`src/rtl/spi_slave_rram_if.sv`:
```
// rtl/spi_slave_rram_if.sv - SPI pad bundle between an external master and the RRAM SPI slave
//
// Purpose: groups the chip-select and data pads of the SPI link; sclk and
// rst_n stay as plain ports on the modules that use them.
// Signals:
//   sc        chip select, active-high (master -> slave)
//   mosi      serial data, master -> slave
//   miso      serial data, slave -> master
//   miso_oe_n miso pad output enable, active-low (slave -> pad)
interface spi_slave_rram_if;
  logic sc;
  logic mosi;
  logic miso;
  logic miso_oe_n;

  modport master (output sc, output mosi, input miso, input miso_oe_n);
  modport slave  (input sc, input mosi, output miso, output miso_oe_n);
endinterface

```
`src/rtl/spi_slave_rram.sv`:
```
// rtl/spi_slave_rram.sv - SPI mode-0 slave giving an external master access to RRAM controller config/status
//
// Purpose: 40-bit frames {cmd[1:0], addr[5:0], data[31:0]}, MSB first.
//   cmd 01 writes config word addr, cmd 00 reads the address map,
//   cmd 10 raises fsm_go until sc drops, cmd 11 is ignored.
// Ports:
//   sclk           SPI clock, the only clock
//   rst_n          async active-low chip reset, clears everything
//   spi            pad bundle (sc, mosi, miso, miso_oe_n); sc=0 resets the frame logic
//   fsm_go         FSM start request
//   fsm_bits       config words, word k at [32k+31:32k]
//   diag_bits      FSM diagnostic status (readable at 0x18)
//   read_data_bits RRAM read data (readable at 0x10 / 0x11)
//   rangei         fsm_bits[RANGE_W-1:0]
module spi_slave_rram #(
  parameter int NUM_CFG_WORDS = 8,
  parameter int DIAG_W        = 32,
  parameter int READ_W        = 48,
  parameter int RANGE_W       = 4
) (
  input  logic                       sclk,
  input  logic                       rst_n,
  spi_slave_rram_if.slave            spi,
  output logic                       fsm_go,
  output logic [32*NUM_CFG_WORDS-1:0] fsm_bits,
  input  logic [DIAG_W-1:0]          diag_bits,
  input  logic [READ_W-1:0]          read_data_bits,
  output logic [RANGE_W-1:0]         rangei
);

  typedef enum logic [2:0] {
    ST_HDR,
    ST_WR,
    ST_RD,
    ST_GO,
    ST_IGN,
    ST_DONE
  } state_e;

  // Frame logic is cleared by either chip reset or chip-select deassertion.
  logic frame_rst_n;
  assign frame_rst_n = rst_n & spi.sc;

  state_e                      state_q, state_d;
  logic [5:0]                  bit_cnt_q, bit_cnt_d;
  logic [30:0]                 shift_q, shift_d;
  logic [5:0]                  addr_q, addr_d;
  logic [31:0]                 tx_q, tx_d;
  logic                        go_q, go_d;
  logic                        miso_q, miso_d;
  logic                        oe_n_q, oe_n_d;
  logic [32*NUM_CFG_WORDS-1:0] cfg_q;

  logic [7:0]  hdr_byte;
  logic [31:0] wdata;
  logic [31:0] map_word;
  logic [63:0] rd_ext;
  logic        commit;
  logic [4:0]  tx_idx;

  // Header/data as they stand once the current mosi bit is included.
  assign hdr_byte = {shift_q[6:0], spi.mosi};
  assign wdata    = {shift_q, spi.mosi};

  // Read address map, evaluated against the header address at edge 8.
  always_comb begin
    rd_ext   = 64'(read_data_bits);
    map_word = '0;
    case (hdr_byte[5:0])
      6'h10:   map_word = rd_ext[31:0];
      6'h11:   map_word = rd_ext[63:32];
      6'h18:   map_word = 32'(diag_bits);
      default: begin
        for (int k = 0; k < NUM_CFG_WORDS; k++) begin
          if (hdr_byte[5:0] == 6'(k)) map_word = cfg_q[32*k +: 32];
        end
      end
    endcase
  end

  // Next-state and rising-edge datapath.
  always_comb begin
    state_d   = state_q;
    bit_cnt_d = bit_cnt_q;
    shift_d   = shift_q;
    addr_d    = addr_q;
    tx_d      = tx_q;
    go_d      = go_q;
    commit    = 1'b0;

    // Counting and shifting stop once the 40-bit frame is complete.
    if (state_q != ST_DONE) begin
      bit_cnt_d = bit_cnt_q + 6'd1;
      shift_d   = {shift_q[29:0], spi.mosi};
    end

    case (state_q)
      ST_HDR: begin
        if (bit_cnt_q == 6'd7) begin
          addr_d = hdr_byte[5:0];
          case (hdr_byte[7:6])
            2'b01: state_d = ST_WR;
            2'b00: begin
              state_d = ST_RD;
              tx_d    = map_word;
            end
            2'b10: begin
              state_d = ST_GO;
              go_d    = 1'b1;
            end
            default: state_d = ST_IGN;
          endcase
        end
      end
      ST_WR: begin
        if (bit_cnt_q == 6'd39) begin
          state_d = ST_DONE;
          commit  = 1'b1;
        end
      end
      ST_RD, ST_GO, ST_IGN: begin
        if (bit_cnt_q == 6'd39) state_d = ST_DONE;
      end
      default: state_d = ST_DONE;
    endcase
  end

  always_ff @(posedge sclk or negedge frame_rst_n) begin
    if (!frame_rst_n) begin
      state_q   <= ST_HDR;
      bit_cnt_q <= '0;
      shift_q   <= '0;
      addr_q    <= '0;
      tx_q      <= '0;
      go_q      <= 1'b0;
    end else begin
      state_q   <= state_d;
      bit_cnt_q <= bit_cnt_d;
      shift_q   <= shift_d;
      addr_q    <= addr_d;
      tx_q      <= tx_d;
      go_q      <= go_d;
    end
  end

  // Config words survive sc deassertion; only chip reset clears them.
  // Addresses at or above NUM_CFG_WORDS match no word and are dropped.
  always_ff @(posedge sclk or negedge rst_n) begin
    if (!rst_n) begin
      cfg_q <= '0;
    end else if (commit) begin
      for (int k = 0; k < NUM_CFG_WORDS; k++) begin
        if (addr_q == 6'(k)) cfg_q[32*k +: 32] <= wdata;
      end
    end
  end

  // Falling edge after rising edge n (8..39) presents word bit 39-n,
  // so the master samples bit 31 on rising edge 9 and bit 0 on edge 40.
  assign tx_idx = 5'(6'd39 - bit_cnt_q);

  always_comb begin
    miso_d = 1'b0;
    oe_n_d = 1'b1;
    if (state_q == ST_RD) begin
      miso_d = tx_q[tx_idx];
      oe_n_d = 1'b0;
    end
  end

  always_ff @(negedge sclk or negedge frame_rst_n) begin
    if (!frame_rst_n) begin
      miso_q <= 1'b0;
      oe_n_q <= 1'b1;
    end else begin
      miso_q <= miso_d;
      oe_n_q <= oe_n_d;
    end
  end

  assign spi.miso      = miso_q;
  assign spi.miso_oe_n = oe_n_q;
  assign fsm_go        = go_q;
  assign fsm_bits      = cfg_q;
  assign rangei        = cfg_q[RANGE_W-1:0];

endmodule

```
`src/flat_wrapper.sv`:
```
// flat-port wrapper written by rule: the top's interface ports become plain ports
module spi_slave_rram_flat 
#(
  parameter int NUM_CFG_WORDS = 8,
  parameter int DIAG_W        = 32,
  parameter int READ_W        = 48,
  parameter int RANGE_W       = 4
)
  (sclk, rst_n, fsm_go, fsm_bits, diag_bits, read_data_bits, rangei, spi_sc, spi_mosi, spi_miso, spi_miso_oe_n);
  spi_slave_rram_if spi_i ();
  input  logic sclk;
  input  logic rst_n;
  output logic fsm_go;
  output logic [32*NUM_CFG_WORDS-1:0] fsm_bits;
  input  logic [DIAG_W-1:0] diag_bits;
  input  logic [READ_W-1:0] read_data_bits;
  output logic [RANGE_W-1:0] rangei;
  input wire logic [$bits(spi_i.sc)-1:0] spi_sc;
  input wire logic [$bits(spi_i.mosi)-1:0] spi_mosi;
  output wire logic [$bits(spi_i.miso)-1:0] spi_miso;
  output wire logic [$bits(spi_i.miso_oe_n)-1:0] spi_miso_oe_n;
  assign spi_i.sc = spi_sc;
  assign spi_i.mosi = spi_mosi;
  assign spi_miso = spi_i.miso;
  assign spi_miso_oe_n = spi_i.miso_oe_n;
  spi_slave_rram #(.NUM_CFG_WORDS(NUM_CFG_WORDS), .DIAG_W(DIAG_W), .READ_W(READ_W), .RANGE_W(RANGE_W)) u_core (.sclk(sclk), .rst_n(rst_n), .spi(spi_i), .fsm_go(fsm_go), .fsm_bits(fsm_bits), .diag_bits(diag_bits), .read_data_bits(read_data_bits), .rangei(rangei));
endmodule
```
`config.mk`:
```
export PLATFORM = sky130hd
export DESIGN_NAME = spi_slave_rram_flat
export DESIGN_NICKNAME = d
export VERILOG_FILES = /design/src/rtl/spi_slave_rram_if.sv /design/src/rtl/spi_slave_rram.sv /design/src/flat_wrapper.sv
export SDC_FILE = /design/constraint.sdc
export NUM_CORES = 1
export LEC_CHECK = 0
export CORE_UTILIZATION = 28
export DETAILED_ROUTE_END_ITERATION = 6
export GPL_TIMING_DRIVEN = 0
export PLACE_DENSITY = 0.56
export RECOVER_POWER = 25
export SYNTH_ARGS = -nofsm -noshare
export SYNTH_HDL_FRONTEND = slang
export SYNTH_SLANG_ARGS = --single-unit
```
`constraint.sdc`:
```
create_clock -name sclk -period 3.7 [get_ports sclk]
set_clock_uncertainty 0.1 [all_clocks]
set_input_delay 0.37 -clock sclk [delete_from_list [all_inputs] [get_ports sclk]]
set_output_delay 0.37 -clock sclk [all_outputs]
set_load 0.1 [all_outputs]
```
# Word-level counts from Yosys, hierarchy flattened
# Cells that the tools add are included.
# word_totals
reg_bits	337
elab_cells	84
output_inout_bits	263
# op_classes
eq_ne	28
bitwise_logic	1
n_reduce_logical	17
n_addsub	2
n_mux	19
magnitude_cmp	1
# op_table
op	n
two-way mux 32 bit	8
one-hot mux 32 bit (3 select lines)	1
equality test 6 x 3 -> 1 bit, second input constant	9
equality test 6 x 2 -> 1 bit, second input constant	4
AND reduction 2 bit	10
equality test 6 x 5 -> 1 bit, second input constant	3
equality test 6 x 1 -> 1 bit, second input constant	2
logical NOT 6 bit	2
one-hot mux 3 bit (3 select lines)	1
adder 6 x 1 -> 6 bit, second input constant	1
equality test 3 x 2 -> 1 bit, second input constant	2
equality test 6 bit, second input constant	1
less-than comparator 5 x 6 -> 1 bit, second input constant	1
two-way mux 3 bit	2
one-hot mux 3 bit (2 select lines)	1
AND reduction 3 bit	2
binary-select mux 1 bit (select 5 bit)	1
two-way mux 1 bit	5
subtractor 3 x 5 -> 5 bit, first input constant	1
!= test 2 x 1 -> 1 bit, second input constant	2
OR reduction 4 bit	1
equality test 3 x 1 -> 1 bit, second input constant	1
equality test 3 bit, second input constant	1
logical NOT 3 bit	1
5 further kinds	5

# Longest topological paths before layout
# logic_depth
word_depth	10
mapped_depth	9

==> flow_metrics.env <==
export IMPL_run_status="finished with violations"
export IMPL_failed_checks="max-capacitance violations, max-slew violations, negative setup slack"
export IMPL_synthTopCellsByCount="dfrtp_1 (335), mux2_2 (290), a21oi_1 (88), nand2_1 (52), clkbuf_1 (50)"
export IMPL_r2r_cells=6
export IMPL_cp_max_fo=3
export IMPL_crit_type="flip-flop to flip-flop"
export IMPL_synth_top_area_share_pct=52.10
export IMPL_grt_usage_pct=21.53
export IMPL_cts_root_buf="clkbuf_16"
export IMPL_max_slew_margin_rel_pct=-62.52
export IMPL_synth_fp_nets=1341
export IMPL_fp_dieW_um=241.7
export IMPL_clock_latency_ns=0.56
export IMPL_synth_area_leaders="dfrtp_1 (52%), mux2_2 (20%), mux4_2 (4.9%)"
export IMPL_ys_seq_area_share_pct=52.42
export IMPL_p_leak_nw=9.734
export IMPL_via_per_inst=5.002
export IMPL_first_pass_iters=5
export IMPL_ir_drop_mv=0.3335
export IMPL_end_kind="flip-flop"
export IMPL_tritoncts="yes"
export IMPL_avgRoutedWirePerCell_um=25.96
export IMPL_yosys_warnings=0
export IMPL_final_area_um2=21910
export IMPL_place_congestion=0.8258
export IMPL_synth_top_cell_by_area="dfrtp_1"
export IMPL_r2r_start="u_core.bit_cnt_q[0]$_DFFE_PN0P_"
export IMPL_antenna_found_initial=1
export IMPL_std_cell_rows=87
export IMPL_synthToLayoutAreaGrowth_pct=36.18
export IMPL_clkTransAtPathRegs_ns=0.06
export IMPL_ff2ff_setup_slack_ns=-0.01
export IMPL_grt_max_degree=116
export IMPL_required_ns=2.13
export IMPL_grt_pass1_wl_um=92060
export IMPL_drtAntennaViolNets=0
export IMPL_synth_flop_cell="dfrtp_1"
export IMPL_first_iter_violations=712
export IMPL_avgSynthCellArea_um2=12.85
export IMPL_grt_pass1_vias=12954
export IMPL_die_h_um=241.7
export IMPL_cts_inserted_buffers=40
export IMPL_hpwl_um=46430
export IMPL_p_per_area_nw_per_um2=571.4
export IMPL_drv_cap=2
export IMPL_drive_above_1_share_pct=28.04
export IMPL_ys_async_sr_fraction_pct=100.0
export IMPL_yosysMostFrequentCell="dfrtp_1"
export IMPL_multiInputGateArea_um2=7064
export IMPL_fin_nets=1737
export IMPL_synth_edf_count=0
export IMPL_grt_ovfl_total=0
export IMPL_core_area_um2=56600
export IMPL_start_util_pct=28.42
export IMPL_min_path_type="primary input to asynchronous set/reset pin"
export IMPL_cp_arrival_ns=2.14
export IMPL_vias=12171
export IMPL_setup_violations=1
export IMPL_io_buffers=346
export IMPL_htree_levels=2
export IMPL_die_area_um2=58420
export IMPL_synth_seq_cells=337
export IMPL_critPathLaunchType="flip-flop"
export IMPL_netlist_instances=1252
export IMPL_regArea_um2=8434
export IMPL_worstMarginPinSlew_ns=2.438
export IMPL_drc=0
export IMPL_ios=347
export IMPL_fillers=5520
export IMPL_rsz0062_at_grt="true"
export IMPL_post_dp_cell_area_um2=20590
export IMPL_reg2reg_to="u_core.spi.miso$_DFF_NN0_"
export IMPL_cts_sinks=337
export IMPL_syn_area_um2=16090
export IMPL_drt_total_wl_um=63160
export IMPL_cts_buffer_depth=3
export IMPL_setup_ws_ns=-0.01196
export IMPL_hold_viol=0
export IMPL_yosysUniqueCellTypes=52
export IMPL_power_mw=12.52
export IMPL_maxSlewViolCount=209
worst max-delay path by stage:
stage,start,depth (start not counted),slack (ns),end
after global routing,u_core.bit_cnt_q[0]$_DFFE_PN0P_,7,-0.07,u_core.spi.miso$_DFF_NN0_
after global placement,rst_n,2,-10.97,u_core.spi.miso$_DFF_NN0_
after CTS,u_core.bit_cnt_q[0]$_DFFE_PN0P_,7,-0.006,u_core.spi.miso$_DFF_NN0_
final,u_core.bit_cnt_q[0]$_DFFE_PN0P_,6,-0.01,u_core.spi.miso$_DFF_NN0_
after detailed placement,spi_mosi,8,-0.70,u_core.tx_q[21]$_DFFE_PN0P_
after floorplan,u_core.bit_cnt_q[0]$_DFFE_PN0P_,7,0.04,u_core.spi.miso$_DFF_NN0_
metal layers:
layer	share of wire [%]	up-vias	track usage [%]
met3	7.0	72	5.616
met1	43	6318	27.93
li1	-	5365	-
met2	48	416	35.29
met4	2.4	0	6.031
met5	0	-	0
layout make-up:
type / instances / share of cell area (%)
multi-input combinational: 781 / 32.24
clock buffer: 59 / 5.260
timing repair buffer: 354 / 16.25
clock inverter: 12 / 0.5768
antenna: 1 / 0.01142
sequential: 337 / 38.50
buffer: 127 / 2.747
inverter: 6 / 0.1028
tap: 756 / 4.317
cells in the final DEF, fill, tap and decap left out, types with 3 or more instances in the layout:
| cell type | netlist | layout |
|---|---|---|
| clkdlybuf4s50_1 | 0 | 343 |
| ha_1 | 5 | 5 |
| nor2_1 | 49 | 49 |
| mux2i_1 | 43 | 43 |
| nand2_1 | 52 | 52 |
| mux2_2 | 290 | 290 |
| xnor2_1 | 4 | 4 |
| a21oi_1 | 88 | 87 |
| o21ai_0 | 33 | 33 |
| a211oi_1 | 7 | 7 |
| mux2_1 | 32 | 32 |
| a221oi_1 | 4 | 4 |
| and2_1 | 4 | 3 |
| o22ai_1 | 25 | 25 |
| clkbuf_2 | 0 | 5 |
| buf_4 | 13 | 17 |
| nor3_1 | 3 | 3 |
| clkinv_2 | 0 | 5 |
| a22o_1 | 7 | 7 |
| clkbuf_1 | 50 | 56 |
| clkbuf_16 | 0 | 40 |
| nor2b_1 | 8 | 8 |
| buf_2 | 36 | 35 |
| clkbuf_8 | 0 | 8 |
| mux4_2 | 35 | 35 |
| or2_2 | 11 | 11 |
| o211ai_1 | 13 | 13 |
| nand2b_1 | 4 | 4 |
| a21o_1 | 6 | 6 |
| a22oi_1 | 20 | 20 |
| nand3b_1 | 3 | 3 |
| a31oi_1 | 3 | 3 |
| o221ai_1 | 11 | 11 |
| buf_1 | 28 | 28 |
| inv_1 | 7 | 7 |
| dfrtp_1 | 335 | 335 |
logic make-up after synthesis:
group,count (synthesis),synth area share (%)
AO/OA/AOI/OAI,220,8.375
XOR/XNOR,5,0.2722
adder cells (fa/ha/maj),5,0.3888
buffers and inverters,134,3.709
flip-flops,337,52.42
multiplexers,400,30.11
AND/OR/NAND/NOR,151,4.720
timing repair:
item / CTS / global route
hold buffers: 1 / 0
setup buffers: 3 / 1
pin swaps: 3 / 1
endpoints found under the hold margin: 49 / 0
gates resized for setup: 20 / 7
setup endpoints to repair: 13 / 3
where the power goes:
group	internal, mW	total (mW)	switching [mW]
clock network	2.30	3.90	1.61
logic	1.46	4.20	2.75
registers	4.14	4.41	0.275
critical path, stage by stage (launching register included):
cell and delay (ns):
dfrtp_1 0.38, buf_8 0.13, buf_12 0.10, mux4_2 0.49, mux2_2 0.29, a21oi_2 0.13, a211oi_1 0.09
sequential cells by signal, indices dropped and copies added, names as in the netlist:
name                  cells
u_core.spi.miso_oe_n      1
u_core.fsm_go             1
u_core.tx_q              32
u_core.bit_cnt_q          6
u_core.addr_q             6
u_core.state_q            3
u_core.shift_q           31
u_core.spi.miso           1
u_core.fsm_bits         256
through the flow:
step                      utilization, %  worst slack (ns)  std cells  setup TNS, ns  hold slack [ns]
after detailed placement           36.38           -0.7006       2357         -12.47           0.2253
final                              38.71          -0.01196       2433       -0.01196           0.1574
after CTS                          38.75         -0.006424       2431      -0.006424           0.1399
after floorplan                        -           0.04296       1252              0         -0.02559
after global routing               38.70          -0.07437       2432       -0.07437           0.1681
after global placement             36.22            -10.97       2354       -3190.97           0.3554
(Power assumes the default switching activity.)
